<file path="config.mk">
export PLATFORM = sky130hd
export DESIGN_NAME = bcd_serial_add_ctrl
export DESIGN_NICKNAME = d
export VERILOG_FILES = /design/src/rtl/bcd_serial_add_ctrl.sv
export SDC_FILE = /design/constraint.sdc
export NUM_CORES = 1
export LEC_CHECK = 0
export ABC_CLOCK_PERIOD_IN_PS = 4050
export CAP_MARGIN = 10
export CORE_ASPECT_RATIO = 0.8
export CORE_UTILIZATION = 38
export DETAILED_ROUTE_END_ITERATION = 10
export PLACE_DENSITY = 0.67
export REMOVE_ABC_BUFFERS = 1
export SETUP_SLACK_MARGIN = 0.5
export SYNTH_ARGS = -nofsm -noshare
export SYNTH_HDL_FRONTEND = slang
export SYNTH_SLANG_ARGS = --single-unit
export TNS_END_PERCENT = 5
</file>
<file path="constraint.sdc">
create_clock -name clk -period 4.05 [get_ports clk]
set_clock_uncertainty 0.2 [all_clocks]
set_input_delay 0.81 -clock clk [delete_from_list [all_inputs] [get_ports clk]]
set_output_delay 0.81 -clock clk [all_outputs]
set_load 0.03 [all_outputs]
</file>
<file path="src/rtl/bcd_serial_add_ctrl.sv">
// Digit-serial BCD addition controller.
// Drives one shared combinational single-digit BCD adder, one digit pair per
// clock, least-significant digit first, rippling the carry through a register.
// Ports:
//   clk, rst_n              clock, async active-low reset
//   start, a, b, cin        request and operands (packed BCD, digit 0 in [3:0])
//   add_x, add_y, add_cin   digit pair and carry presented to the shared adder
//   add_s, add_cout         adder result (combinational, same cycle)
//   busy, done              RUN indicator, one-cycle completion pulse
//   result, cout, err       packed BCD sum, final carry, invalid-digit flag
module bcd_serial_add_ctrl #(
    parameter int unsigned DIGITS = 4
) (
    input  logic                  clk,
    input  logic                  rst_n,
    input  logic                  start,
    input  logic [4*DIGITS-1:0]   a,
    input  logic [4*DIGITS-1:0]   b,
    input  logic                  cin,
    output logic [3:0]            add_x,
    output logic [3:0]            add_y,
    output logic                  add_cin,
    input  logic [3:0]            add_s,
    input  logic                  add_cout,
    output logic                  busy,
    output logic                  done,
    output logic [4*DIGITS-1:0]   result,
    output logic                  cout,
    output logic                  err
);

    localparam int unsigned W  = 4 * DIGITS;
    localparam int unsigned IW = (DIGITS > 1) ? $clog2(DIGITS) : 1;

    typedef enum logic [1:0] {
        IDLE = 2'd0,
        RUN  = 2'd1,
        DONE = 2'd2
    } state_t;

    state_t          state;
    state_t          state_nxt;
    logic [W-1:0]    a_q;
    logic [W-1:0]    b_q;
    logic [IW-1:0]   idx;
    logic [IW-1:0]   idx_inc_c;
    logic            bad_op_c;
    logic            last_c;
    logic            sum_bad_c;

    // Any operand digit outside 0..9 on the incoming request
    always_comb begin
        bad_op_c = 1'b0;
        for (int i = 0; i < int'(DIGITS); i++) begin
            if (a[4*i +: 4] > 4'd9 || b[4*i +: 4] > 4'd9) begin
                bad_op_c = 1'b1;
            end
        end
    end

    always_comb begin
        last_c    = (idx == IW'(DIGITS - 1));
        sum_bad_c = (add_s > 4'd9);
        idx_inc_c = idx + IW'(1);
    end

    // State register
    always_ff @(posedge clk or negedge rst_n) begin
        if (!rst_n) begin
            state <= IDLE;
        end else begin
            state <= state_nxt;
        end
    end

    // Next-state logic
    always_comb begin
        state_nxt = state;
        case (state)
            IDLE:    if (start) state_nxt = bad_op_c ? DONE : RUN;
            RUN:     if (sum_bad_c || last_c) state_nxt = DONE;
            DONE:    state_nxt = IDLE;
            default: state_nxt = IDLE;
        endcase
    end

    // Datapath and registered outputs. add_x/add_y are preloaded one cycle
    // ahead so the adder sees digit idx during each RUN cycle; add_cin doubles
    // as the ripple-carry register.
    always_ff @(posedge clk or negedge rst_n) begin
        if (!rst_n) begin
            a_q     <= '0;
            b_q     <= '0;
            idx     <= '0;
            add_x   <= '0;
            add_y   <= '0;
            add_cin <= 1'b0;
            busy    <= 1'b0;
            done    <= 1'b0;
            result  <= '0;
            cout    <= 1'b0;
            err     <= 1'b0;
        end else begin
            busy <= (state_nxt == RUN);
            done <= (state_nxt == DONE);
            case (state)
                IDLE: begin
                    if (start) begin
                        a_q    <= a;
                        b_q    <= b;
                        idx    <= '0;
                        result <= '0;
                        cout   <= 1'b0;
                        err    <= bad_op_c;
                        if (!bad_op_c) begin
                            add_x   <= a[3:0];
                            add_y   <= b[3:0];
                            add_cin <= cin;
                        end
                    end
                end
                RUN: begin
                    result[4*int'(idx) +: 4] <= add_s;
                    if (sum_bad_c) begin
                        err <= 1'b1;
                    end
                    if (last_c && !sum_bad_c) begin
                        cout <= add_cout;
                    end
                    if (sum_bad_c || last_c) begin
                        idx     <= '0;
                        add_x   <= '0;
                        add_y   <= '0;
                        add_cin <= 1'b0;
                    end else begin
                        idx     <= idx_inc_c;
                        add_x   <= a_q[4*int'(idx_inc_c) +: 4];
                        add_y   <= b_q[4*int'(idx_inc_c) +: 4];
                        add_cin <= add_cout;
                    end
                end
                default: ;
            endcase
        end
    end

endmodule

</file>
==> summary.txt <==
tightest hold margin = 300 ps
violations in the final reports = design-rule violations
number of antenna violations at the first check in global routing = 0
maximum number of pins on one net before global-route repair = 36
Req. time, crit path = 4070 ps
transition time of the tightest slew-check pin = 775 ps
Final setup viols = 0
routed length per placed instance = 16.6 um
count of buffers added by post-CTS timing repair for setup = 0
Inserted Clock Buffers = 9
number of violations of the max-capacitance limit = 0
startpoint-to-endpoint class of the critical path = flip-flop to flip-flop
Final ANT Viol Nets = 0
boundary pin count = 70
mapped cell area = 2920 um2
kind of capture point of the worst setup path = flip-flop
slowest cell on the critical path = sky130_fd_sc_hd__dfrtp_1
Period Utilization, post-route = 68.7%
cell chain of the critical path = inv_1 > ha_1 > mux4_2 > a22o_1 > mux2_2
total number of yosys warnings = 0
half-perimeter wire length after detailed placement = 4690 um
share of the synthesized area in the top cell type = 55.8%
clk slew on worst S/H paths = 70 ps
Synth Register Bits = 65
DRC violations left = 1
leakage component of the power = 1.65 nW
post-layout utilization of the core = 52.9%
R2R setup slack = 1270 ps
count of input and output buffers = 69
run status = finished, violations left
initial core utilization = 39.3%
buffers from clock root to sink, at most = 2
highest net fanout along the worst path = 17
RSZ-0062 raised after global routing = false
area leader, netlist = sky130_fd_sc_hd__dfrtp_1
worst skew pair latency = 340 ps
Final Critical Period = 2780 ps
width of the die = 100 um
vias in the first global route = 2108
sink count of the clock tree = 65
routability congestion estimate = 0.729
Arrival @ worst endpoint = 2800 ps
overall track demand over capacity in global routing = 17.9%
power density of the placed cells = 480 nW/um2
TritonCTS clock tree = done
class of the tightest hold or removal check = flip-flop to flip-flop
detailed-route wire length = 6490 um
final design area excluding fillers = 3930 um2
Floorplan Core Area = 7430 um2
number of instances resized during post-cts repair = 0
total cell area at the placement stage = 3690 um2
cell count after synthesis = 207
Final Net Count = 325
floorplan die height = 80.4 um
setup total negative slack = 0 ps
layout-stage area growth over the synthesis result = 34.8%
final global-route overflow total = 0
number of buffer and inverter instances along the worst setup path = 1
Hold Violations, Final = 0
via density per instance = 5.11
final-report max-slew violation count = 0
share of cells above drive strength 1 = 23.5%
average instance area after synthesis = 14.1 um2
number of distinct library cell variants in the gate-level netlist after synthesis = 30
nature of the critical path startpoint = flip-flop
Diodes inserted = 0
Largest stage delay, worst path = 850 ps
kind of cell adding the most delay to the critical path = flip-flops
cell row count = 28
# hold bufs at CTS = 0
overall power = 0.00189 W
maximum VDD drop = 0.275 mV
number of design-rule violations left by the first detailed-router iteration = 64
share of the yosys chip area belonging to registers = 55.8%
top cells by area, synth = sky130_fd_sc_hd__dfrtp_1 (56%), sky130_fd_sc_hd__mux2_2 (16%), sky130_fd_sc_hd__a22o_1 (7.2%)
Slew HR = 48.3%
1st-pass router iterations = 7
number of levels the H-tree was split into = 3
Clock Root Buffer = sky130_fd_sc_hd__clkbuf_8
wire length of the first global-routing pass = 10700 um
via count = 1993
Max Clock Freq = 0.359 GHz
full die area = 8030 um2
-- cell usage after synthesis --
library cell and n:
sky130_fd_sc_hd__nor4_1 1, sky130_fd_sc_hd__buf_4 3, sky130_fd_sc_hd__nor3_1 1, sky130_fd_sc_hd__o21ai_2 1, sky130_fd_sc_hd__buf_6 1, sky130_fd_sc_hd__nand4_1 2
sky130_fd_sc_hd__mux2_2 41, sky130_fd_sc_hd__nand2b_1 2, sky130_fd_sc_hd__nor2b_1 1, sky130_fd_sc_hd__nand3_1 2, sky130_fd_sc_hd__inv_1 2, sky130_fd_sc_hd__mux4_1 5
sky130_fd_sc_hd__nand2_1 8, sky130_fd_sc_hd__buf_8 1, sky130_fd_sc_hd__ha_1 4, sky130_fd_sc_hd__dfrtp_1 65, sky130_fd_sc_hd__o32ai_1 2, sky130_fd_sc_hd__nor2_2 1
sky130_fd_sc_hd__buf_2 4, sky130_fd_sc_hd__buf_1 1, sky130_fd_sc_hd__o21ai_0 13, sky130_fd_sc_hd__a21oi_1 3, sky130_fd_sc_hd__nor4b_1 1, sky130_fd_sc_hd__mux4_2 3
sky130_fd_sc_hd__o21a_1 1, sky130_fd_sc_hd__a22o_1 24, sky130_fd_sc_hd__nor3_2 1, sky130_fd_sc_hd__nor2_1 8, sky130_fd_sc_hd__nor3b_1 1, sky130_fd_sc_hd__a21o_1 4
-- registers in the layout, summed over array words and instances, names as in the netlist --
signal,cells
a_q,16
b_q,16
result,16
add_x,4
add_y,4
idx,2
state,2
add_cin,1
busy,1
cout,1
done,1
err,1
-- layout by cell type, fill, tap and decap left out, types with 4 or more instances in the layout --
cell and instances:
sky130_fd_sc_hd__clkdlybuf4s50_1 68, sky130_fd_sc_hd__dfrtp_1 65, sky130_fd_sc_hd__mux2_2 41, sky130_fd_sc_hd__a22o_1 24
sky130_fd_sc_hd__o21ai_0 13, sky130_fd_sc_hd__clkbuf_8 10, sky130_fd_sc_hd__nor2_1 8, sky130_fd_sc_hd__nand2_1 8
sky130_fd_sc_hd__mux4_1 5, sky130_fd_sc_hd__a21o_1 4, sky130_fd_sc_hd__ha_1 4
-- power by group --
group,leakage (nW),switching (W),internal (W)
sequential,0.817,0.0000724,0.000744
combinational,0.708,0.000181,0.000229
clock,0.126,0.000240,0.000422
total,1.65,0.000494,0.00140
-- metrics by stage --
stage,cells,setup WS [ps]
2_1_floorplan,197,1400
3_3_place_gp,374,1130
3_5_place_dp,374,1110
4_1_cts,390,1230
5_1_grt,390,1060
6_report,390,1270
-- area by class of cell --
type / instances / area, um2
fill: 638 / 3500
sequential: 65 / 1630
multi-input combinational: 130 / 1210
timing repair buffer: 72 / 708
clock buffer: 10 / 138
tap: 105 / 131
clock inverter: 6 / 105
inverter: 2 / 7.51
-- logic make-up after synthesis --
group | share of synthesized area, %
AND/OR/NAND/NOR | 4.98
buffers and inverters | 2.75
flip-flops | 55.8
multiplexers | 22.7
AO/OA/AOI/OAI | 12.1
adder cells (fa/ha/maj) | 1.72
-- per-layer routing --
metal | part of all wire (%) | global-route usage (%) | vias to the layer above
met5 | 0 | 0 | -
met4 | 0.89 | 3.97 | 0
met3 | 5.5 | 5.92 | 6
met2 | 46 | 28.1 | 60
met1 | 48 | 24.1 | 997
li1 | - | - | 930
-- final timing paths --
kind                                     endpoint                   start  depth (start not counted)
setup reg to reg             add_y[0]$_DFFE_PN0P_      idx[0]$_DFFE_PN0P_                          5
min in group asynchronous  result[15]$_DFFE_PN0P_                   rst_n                          1
max in group asynchronous      idx[1]$_DFFE_PN0P_                   rst_n                          2
hold / removal             result[15]$_DFFE_PN0P_  result[15]$_DFFE_PN0P_                          1
hold reg to reg            result[15]$_DFFE_PN0P_  result[15]$_DFFE_PN0P_                          1
setup / recovery             add_y[0]$_DFFE_PN0P_      idx[0]$_DFFE_PN0P_                          5
(Power assumes the default switching activity.)
